`src/rtl/player_shot_ctrl_pkg.sv`:
```
// rtl/player_shot_ctrl_pkg.sv - shared constants and state type for the player missile
package player_shot_ctrl_pkg;

  localparam int RES_H               = 480;
  localparam int SPRITE_WIDTH_SCALED = 8;

  localparam int SHOT_STEP_DEF      = 4;
  localparam int SHOT_W_DEF         = 2;
  localparam int SHOT_H_DEF         = 8;
  localparam int SHOT_TOP_DEF       = 24;
  localparam int EXPLODE_TICKS_DEF  = 8;
  localparam int COOLDOWN_TICKS_DEF = 4;

  typedef enum logic [1:0] {
    ST_IDLE     = 2'd0,
    ST_FLIGHT   = 2'd1,
    ST_EXPLODE  = 2'd2,
    ST_COOLDOWN = 2'd3
  } shot_state_t;

  // Missile is centred horizontally on the player sprite.
  function automatic logic [9:0] shot_launch_x(input logic [9:0] px, input int shot_w);
    return px + 10'((SPRITE_WIDTH_SCALED - shot_w) / 2);
  endfunction

endpackage

```
`src/rtl/player_shot_ctrl_frame_latch.sv`:
```
// rtl/player_shot_ctrl_frame_latch.sv - render-side register, loads on the frame strobe
module player_shot_ctrl_frame_latch #(
  parameter int WIDTH = 8
) (
  input  logic             clk,
  input  logic             rst_n,
  input  logic             load,
  input  logic [WIDTH-1:0] d,
  output logic [WIDTH-1:0] q
);

  always_ff @(posedge clk or negedge rst_n) begin
    if (!rst_n) begin
      q <= '0;
    end else if (load) begin
      q <= d;
    end
  end

endmodule

```
`src/rtl/player_shot_ctrl.sv`:
```
// rtl/player_shot_ctrl.sv - player missile sequencer: launch, flight, explosion, reload
module player_shot_ctrl
  import player_shot_ctrl_pkg::*;
#(
  parameter int SHOT_STEP      = SHOT_STEP_DEF,
  parameter int SHOT_W         = SHOT_W_DEF,
  parameter int SHOT_H         = SHOT_H_DEF,
  parameter int SHOT_TOP       = SHOT_TOP_DEF,
  parameter int EXPLODE_TICKS  = EXPLODE_TICKS_DEF,
  parameter int COOLDOWN_TICKS = COOLDOWN_TICKS_DEF
) (
  input  logic       clk,
  input  logic       rst_n,
  input  logic       clk_move,
  input  logic       frame,
  input  logic       fire,
  input  logic [9:0] player_x,
  input  logic [9:0] player_y,
  input  logic       hit,
  output logic [9:0] shot_x,
  output logic [9:0] shot_y,
  output logic       shot_active,
  output logic       shot_explode,
  output logic       shot_fired
);

  if (EXPLODE_TICKS < 1 || EXPLODE_TICKS > 15) begin : g_bad_explode
    $error("EXPLODE_TICKS must be within 1..15");
  end
  if (COOLDOWN_TICKS < 1 || COOLDOWN_TICKS > 15) begin : g_bad_cooldown
    $error("COOLDOWN_TICKS must be within 1..15");
  end
  if (SHOT_TOP + SHOT_STEP >= RES_H) begin : g_bad_top
    $error("SHOT_TOP + SHOT_STEP must lie inside the field");
  end

  localparam logic [9:0] STEP      = 10'(SHOT_STEP);
  localparam logic [9:0] HEIGHT    = 10'(SHOT_H);
  localparam logic [9:0] TOP       = 10'(SHOT_TOP);
  localparam logic [9:0] TOP_LIMIT = 10'(SHOT_TOP + SHOT_STEP);
  localparam logic [3:0] EXP_LAST  = 4'(EXPLODE_TICKS - 1);
  localparam logic [3:0] CD_LAST   = 4'(COOLDOWN_TICKS - 1);

  shot_state_t state;
  logic [9:0]  x;
  logic [9:0]  y;
  logic [3:0]  tick;
  logic        fire_armed;
  logic        launch;

  assign launch = (state == ST_IDLE) && fire && fire_armed;

  always_ff @(posedge clk or negedge rst_n) begin
    if (!rst_n) begin
      state      <= ST_IDLE;
      x          <= '0;
      y          <= '0;
      tick       <= '0;
      fire_armed <= 1'b1;
      shot_fired <= 1'b0;
    end else begin
      shot_fired <= launch;
      // Re-arm only after a release so a held button never auto-repeats.
      if (launch) begin
        fire_armed <= 1'b0;
      end else if (!fire) begin
        fire_armed <= 1'b1;
      end

      case (state)
        ST_IDLE: begin
          if (launch) begin
            state <= ST_FLIGHT;
            x     <= shot_launch_x(player_x, SHOT_W);
            y     <= player_y - HEIGHT;
            tick  <= '0;
          end
        end
        ST_FLIGHT: begin
          if (hit) begin
            state <= ST_EXPLODE;
            tick  <= '0;
          end else if (clk_move) begin
            // Clamp at the top so the 10-bit y can never wrap.
            if (y <= TOP_LIMIT) begin
              y     <= TOP;
              state <= ST_EXPLODE;
              tick  <= '0;
            end else begin
              y <= y - STEP;
            end
          end
        end
        ST_EXPLODE: begin
          if (clk_move) begin
            if (tick == EXP_LAST) begin
              state <= ST_COOLDOWN;
              tick  <= '0;
            end else begin
              tick <= tick + 4'd1;
            end
          end
        end
        ST_COOLDOWN: begin
          if (clk_move) begin
            if (tick == CD_LAST) begin
              state <= ST_IDLE;
              tick  <= '0;
            end else begin
              tick <= tick + 4'd1;
            end
          end
        end
        default: state <= ST_IDLE;
      endcase
    end
  end

  logic [21:0] latch_d;
  logic [21:0] latch_q;

  assign latch_d = {x, y, state == ST_FLIGHT, state == ST_EXPLODE};

  player_shot_ctrl_frame_latch #(
    .WIDTH(22)
  ) u_frame_latch (
    .clk  (clk),
    .rst_n(rst_n),
    .load (frame),
    .d    (latch_d),
    .q    (latch_q)
  );

  assign shot_x       = latch_q[21:12];
  assign shot_y       = latch_q[11:2];
  assign shot_active  = latch_q[1];
  assign shot_explode = latch_q[0];

endmodule

```
`config.mk`:
```
export PLATFORM = sky130hd
export DESIGN_NAME = player_shot_ctrl
export DESIGN_NICKNAME = d
export VERILOG_FILES = /design/src/rtl/player_shot_ctrl_pkg.sv /design/src/rtl/player_shot_ctrl_frame_latch.sv /design/src/rtl/player_shot_ctrl.sv
export SDC_FILE = /design/constraint.sdc
export NUM_CORES = 1
export LEC_CHECK = 0
export CORE_ASPECT_RATIO = 1.1
export CORE_MARGIN = 4
export CORE_UTILIZATION = 30
export DETAILED_ROUTE_END_ITERATION = 10
export PLACE_DENSITY = 0.6
export SYNTH_ARGS = -nofsm -noshare
export SYNTH_HDL_FRONTEND = slang
export SYNTH_SLANG_ARGS = --single-unit
```
`constraint.sdc`:
```
create_clock -name clk -period 1.9 [get_ports clk]
set_clock_uncertainty 0.1 [all_clocks]
set_input_delay 0.57 -clock clk [delete_from_list [all_inputs] [get_ports clk]]
set_output_delay 0.57 -clock clk [all_outputs]
set_load 0.01 [all_outputs]
```
==> results of run 1 <==
## cells in the final DEF (no fill, tap or decap), drive strengths merged, types with 2 or more instances in the layout
cell type,netlist,final
dfrtp,49,49
buf,6,35
o21ai,24,24
mux2,23,23
clkdlybuf4s50,0,21
dlymetal6s2s,0,20
nand2,20,20
inv,14,15
nor2,11,11
ha,10,10
xor2,8,8
nor3,7,7
dlygate4sd2,0,6
nand3,6,6
a22o,5,5
o22ai,5,5
clkbuf,2,5
a21oi,5,5
xnor2,4,4
nand3b,3,3
mux2i,3,3
nand2b,3,3
and3,2,2
nor4,2,2
a21boi,2,2
## routing by layer
metal	part of all wire, %	up-vias	wire (µm)
li1	-	966	-
met1	48	939	2680
met2	47	34	2640
met3	3.7	5	207
met4	1.3	0	70
met5	0	-	0
## cell type report
cell class / instances / area (µm²) / area share [%]
Clock buffer: 5 / 68.8 / 1.90
Clock inverter: 3 / 43.8 / 1.21
Inverter: 14 / 52.6 / 1.45
Multi-Input combinational cell: 157 / 1240 / 34.2
Sequential cell: 50 / 1250 / 34.6
Tap cell: 108 / 135 / 3.74
Timing Repair Buffer: 82 / 827 / 22.9
## per-stage QoR
step           setup WS (ns)  hold WS [ns]
2_1_floorplan         0.0401         0.174
3_3_place_gp          -0.425         0.358
3_5_place_dp          -0.456         0.368
4_1_cts              0.00292        0.0842
5_1_grt              -0.0225        0.0959
6_report              0.0446        0.0892
## how the worst max path moves through the flow
stage	end	slack [ns]	startpoint
after CTS	y[6]	0.003	state[0]
after floorplan	y[8]	0.04	player_y[3]
after detailed placement	y[8]	-0.46	player_y[3]
after global placement	y[8]	-0.43	player_y[3]
after global routing	y[6]	-0.02	clk_move
final	shot_active	0.04	u_frame_latch.q[1]
## state kept, by name (all words and copies together) (netlist names)
signal           cells
u_frame_latch.q     22
x                   10
y                   10
tick                 4
state                2
fire_armed           1
shot_fired           1
## cell families after synthesis
family | count (synthesis) | share of synthesized area (%)
muxes | 26 | 11.5
AOI/OAI and AO/OA | 49 | 13.1
xor gates and xnor gates | 12 | 4.19
adders and majority gates | 10 | 4.99
and+or+nand+nor | 60 | 12.5
buffers and inverters | 22 | 3.74
DFF | 50 | 50.0
## repair_timing
| action | 4_1_cts | 5_1_grt |
|---|---|---|
| pin swaps | 5 | 4 |
| resized for setup | 12 | 36 |
| endpoints found under the setup margin | 5 | 33 |
## power by group
part           internal (mW)  switching (mW)  total [mW]  leakage, nW
clock                  0.395           0.360       0.755       0.0585
sequential              1.53           0.288        1.82        0.628
combinational           1.33            1.09        2.42         1.16
==> results_dict.tcl, run 1 <==
set metrics [dict create \
    floorplan.io_pins 49 \
    timing.critical_path.slowest_cell_delay_ns 0.54 \
    dpl.cell_count 411 \
    cpLargestDelayFamily "buffers and inverters" \
    p_total_mw 5.00 \
    htreeDepth 2 \
    detail_route.wirelength_um 5600 \
    starting_utilization_of_the_core_area_pct 31.2 \
    rsz_0062_raised_after_global_routing "true" \
    power_density_mw_per_mm2 1380 \
    drv.max_cap_violation_count 0 \
    number_of_global_route_vias_before_repair 2065 \
    vdd.ir_drop.worst_uv 511 \
    die_x_um 95.2 \
    die_h_um 104 \
    detailedRoute.firstPassIterationCount 4 \
    run_status "completed" \
    synth_seq_area_share_pct 50.0 \
    met3_usage_pct 2.17 \
    layout.cell_area.non_filler_mm2 0.00362 \
    yosys-top-cells-count "sky130_fd_sc_hd__dfrtp_1 (49), sky130_fd_sc_hd__o21ai_0 (23), sky130_fd_sc_hd__mux2_2 (22)" \
    layout-area-overhead-vs-synth_pct 44.3 \
    postSynthRegisterBits 50 \
    totalNegativeSetupSlack_ns 0 \
    layout_worst_path_cycle_share_pct 97.7 \
    route.antenna.remaining_nets 0 \
    tightestPinTransition_ns 0.408 \
    yosysMostFrequentCell "sky130_fd_sc_hd__dfrtp_1" \
    postSynth.asyncResetShare_pct 100 \
    grt_remaining_overflow 0 \
    drive_above_1_share_pct 29.6 \
    crit_cells 1 \
    port_buffers 48 \
    timing.critical_path.slowest_stage_cell "sky130_fd_sc_hd__clkdlybuf4s50_1" \
    static-leakage-power_nw 1.84 \
    max_clock_freq_ghz 0.539 \
    tritoncts_num_sinks 50 \
    critPathRequiredTime_ns 1.23 \
    postLayoutCoreUtil_pct 45.0 \
    layout_min_cycle_time_ns 1.86 \
    timing.rr.start "state[0]" \
    grtUsageMet1_pct 17.0 \
    ys_warn_count 0 \
    die-area_mm2 0.00989 \
    synth_area_leader "sky130_fd_sc_hd__dfrtp_1" \
    globalRouteTotalUtil_pct 12.0 \
    synth_cell_type_count 43 \
    timing.final.setup_violations 0 \
    postPlaceCellArea_mm2 0.00338 \
    vias_per_std_cell 4.64 \
    initialDrtViolationCount 69 \
    place.gp.congestion 0.823 \
    critical_path.endpoint_type "output pin" \
    yosys.area.top_type_share_pct 48.9 \
    report.final.slew_viol_count 0 \
    wl_per_cell_um 13.4 \
    rr_worst_depth 8 \
    timing.hold.worst.class "in2async" \
    grt.met2_usage_pct 18.5 \
    postCtsSetupRepairBufs 0 \
    synthTopCellsByArea "sky130_fd_sc_hd__dfrtp_1 (49%), sky130_fd_sc_hd__mux2_2 (9.9%), sky130_fd_sc_hd__ha_1 (5.0%)" \
    worst-endpoint-arrival_ns 1.19 \
    cell_by_cell_listing_of_the_critical_path "clkdlybuf4s50_1" \
    cts-root-to-sink-buffers 2 \
    detailedPlacementHpwl_um 4120 \
    yosys_most_used_dff "sky130_fd_sc_hd__dfrtp_1" \
    setup.worst_path.start_class "flop" \
    grt_start_max_net_pins 23 \
    postSynthAreaPerCell_um2 10.9 \
    std_cell_rows 34 \
    timing.critical_path.fanout_max 2 \
    final.fill_count 775 \
    clock_latency_ns 0.30 \
    mappedNetlistArea_mm2 0.00251 \
    grt_antenna_before_repair 0 \
    tritoncts "done" \
    cts.hold.buffers_added 0 \
    drc 0 \
    setup.worst_path.class "reg2out" \
    clkTransAtPathRegs_ns 0.09 \
    timing_hold_violations_final 0 \
    critical_path.n_buffers_inverters 1 \
    vias 1944 \
    slew_headroom_pct 72.8 \
    cts-root-buf "sky130_fd_sc_hd__clkbuf_8" \
    number_of_cells_produced_by_synthesis 229 \
    timing.rr.end "y[6]" \
    syn-num-nets 265 \
    synth_edf_count 0 \
    cts_inserted_buffers 5 \
    core_mm2 0.00804 \
    wire_length_of_the_first_global_routing_pass_um 9630 \
    n_antenna_cell 0 \
    grt_most_used_layer "met2" \
    nNetsFinal 346 \
    worst-r2r-setup-slack_ns 0.07 \
    layout.cells.non_filler 419 \
]
Power figures use the tool's default switching activity.
==> inputs of run 2 (changes only) <==
--- a/config.mk
+++ b/config.mk
@@ -5,11 +5,11 @@
 export SDC_FILE = /design/constraint.sdc
 export NUM_CORES = 1
 export LEC_CHECK = 0
-export CORE_ASPECT_RATIO = 1.1
+export CORE_ASPECT_RATIO = 1.2
 export CORE_MARGIN = 4
-export CORE_UTILIZATION = 30
+export CORE_UTILIZATION = 46
 export DETAILED_ROUTE_END_ITERATION = 10
-export PLACE_DENSITY = 0.6
+export PLACE_DENSITY = 0.82
 export SYNTH_ARGS = -nofsm -noshare
 export SYNTH_HDL_FRONTEND = slang
 export SYNTH_SLANG_ARGS = --single-unit
==> run 2 against run 1 <==
Largest cell class unchanged; cell count shrank 11%; count of clock-buffer cells in the layout is 2 higher; largest power group unchanged; routed wire length fell by 3.3%; global-route usage grew 5.2 points; sequential share of layout area rose by 1.3 points; via count up 2.0%; maximum frequency decreased by 0.88%.
==> results_dict.tcl, run 2 (same netlist as run 1, synthesis figures left out) <==
set metrics [dict create \
    wire_length_of_the_first_global_routing_pass_um 8870 \
    globalRouteTotalUtil_pct 17.1 \
    vdd.ir_drop.worst_uv 764 \
    timing.critical_path.slowest_cell_delay_ns 0.49 \
    detail_route.wirelength_um 5420 \
    route.antenna.remaining_nets 0 \
    worst-endpoint-arrival_ns 1.95 \
    drv.max_cap_violation_count 0 \
    most_frequent_cells_in_the_layout "sky130_fd_sc_hd__dfrtp_1 (48), sky130_fd_sc_hd__clkdlybuf4s50_1 (29), sky130_fd_sc_hd__buf_4 (29), sky130_fd_sc_hd__o21ai_0 (22), sky130_fd_sc_hd__mux2_2 (22)" \
    place.gp.congestion 0.880 \
    vias 1982 \
    timing.critical_path.fanout_max 3 \
    htreeDepth 2 \
    timing.hold.worst.class "in2async" \
    timing_hold_violations_final 0 \
    tritoncts_num_sinks 50 \
    largest_registers "u_frame_latch.q: 22 flops, x: 10 flops, y: 10 flops" \
    report.final.slew_viol_count 0 \
    initialDrtViolationCount 57 \
    critPathRequiredTime_ns 1.98 \
    cts.hold.buffers_added 0 \
    setup.worst_path.start_class "input pin" \
    setup.worst_path.class "in2reg" \
    cts-root-buf "sky130_fd_sc_hd__clkbuf_8" \
    detailedRoute.firstPassIterationCount 5 \
    wl_per_cell_um 14.6 \
    largest_reg_flops 22 \
    multiInputGateArea_mm2 0.00122 \
    slew_headroom_pct 72.3 \
    layout-area-overhead-vs-synth_pct 39.2 \
    drive_above_1_share_pct 27.1 \
    layout_worst_path_cycle_share_pct 98.5 \
    cell_by_cell_listing_of_the_critical_path "clkdlybuf4s50_1 -> nand2b_4 -> a21oi_2 -> nor3_4 -> o21ai_2 -> mux2_1" \
    layout_min_cycle_time_ns 1.87 \
    cts_inserted_buffers 5 \
    n_antenna_cell 0 \
    vias_per_std_cell 5.33 \
    detailedPlacementHpwl_um 4030 \
    clock_latency_ns 0.30 \
    drc 0 \
    std_cell_rows 29 \
    power_density_mw_per_mm2 1380 \
    register_area_mm2 0.00125 \
    regMostFlops "u_frame_latch.q" \
    timing.final.setup_violations 0 \
    critical_path.endpoint_type "flop" \
    die_h_um 88.9 \
    starting_utilization_of_the_core_area_pct 47.3 \
    static-leakage-power_nw 1.74 \
    number_of_global_route_vias_before_repair 2060 \
    port_buffers 48 \
    timing.hold.ws_ns 0.0826 \
    timing.critical_path.slowest_stage_cell "sky130_fd_sc_hd__clkdlybuf4s50_1" \
    postLayoutCoreUtil_pct 65.9 \
    tightestPinTransition_ns 0.416 \
    p_total_mw 4.83 \
    cts-root-to-sink-buffers 2 \
    nNetsFinal 345 \
    final_common_cell "sky130_fd_sc_hd__dfrtp_1" \
    die-area_mm2 0.00670 \
    run_status "completed" \
    floorplan.io_pins 49 \
    clkTransAtPathRegs_ns 0.09 \
    grt_remaining_overflow 0 \
    rsz_0062_raised_after_global_routing "true" \
    die_x_um 75.4 \
    rr_worst_depth 7 \
    tritoncts "done" \
    final.fill_count 394 \
    grt_antenna_before_repair 0 \
    core_mm2 0.00530 \
    max_clock_freq_ghz 0.534 \
    totalNegativeSetupSlack_ns 0 \
    grt_start_max_net_pins 23 \
]
==> run 2: cell count changes in the layout (fill, tap and decap cells not counted), sizes merged <==
cell	previous run	this run
buf	35	34
bufinv	1	0
clkbuf	5	7
clkdlybuf4s50	21	29
dlygate4sd2	6	5
dlymetal6s2s	20	13
inv	15	14
==> run 2: what timing repair did <==
item	4_1_cts	5_1_grt
setup buffers	1	0
endpoints found under the setup margin	8	27
resized for setup	9	28
pin swaps	4	2
==> run 2: metrics by stage <==
step	instance area (µm²)	setup slack [ns]	cells
after CTS	3400	0.000555	372
after detailed placement	3300	-0.467	363
after global routing	3490	-0.0483	372
after floorplan	2510	0.0401	229
after global placement	3300	-0.415	363
final	3490	0.0281	372
==> run 2: routing by layer <==
metal  vias up  global-route usage, %  part of all wire (%)
met5         -                      0                     0
met4         0                   6.84                   2.2
met3        10                   3.52                   4.0
met2        47                   29.2                    54
met1       957                   21.0                    40
li1        968                      -                     -
==> run 2: final timing paths <==
check | to | from | slack (ns)
worst max-delay path | state[1] | hit | 0.03
worst min-delay path | tick[3] | rst_n | 0.08
worst max register to register | y[1] | state[1] | 0.07
worst min register to register | x[5] | x[5] | 0.38
max in group asynchronous | state[0] | rst_n | 1.17
min in group clk | x[5] | x[5] | 0.38
==> run 2: power breakdown <==
group	leakage (nW)	total, mW	switching, mW	internal, mW
Clock	0.0482	0.627	0.333	0.294
Combinational	1.07	2.36	1.09	1.26
Sequential	0.627	1.84	0.312	1.53
==> run 2: cell type report <==
type,instances,share of cell area (%)
Inverter,14,1.51
Multi-Input combinational cell,157,35.1
Tap cell,62,2.22
Clock inverter,1,0.143
Clock buffer,7,2.47
Sequential cell,50,35.9
Timing Repair Buffer,81,22.7
==> run 2: critical path: cells and delay by family <==
family / cells / cell delay [ns]
AO/OA/AOI/OAI: 2 / 0.17
buffers and inverters: 1 / 0.49
multiplexers: 1 / 0.33
AND/OR/NAND/NOR: 2 / 0.40
==> inputs of run 3 (changes only) <==
--- a/config.mk
+++ b/config.mk
@@ -8,6 +8,7 @@
 export CORE_ASPECT_RATIO = 1.2
 export CORE_MARGIN = 4
 export CORE_UTILIZATION = 46
+export CTS_CLUSTER_DIAMETER = 150
 export DETAILED_ROUTE_END_ITERATION = 10
 export PLACE_DENSITY = 0.82
 export SYNTH_ARGS = -nofsm -noshare
==> results of run 3 <==
Final layout, timing and power as in run 2 (identical DEF).
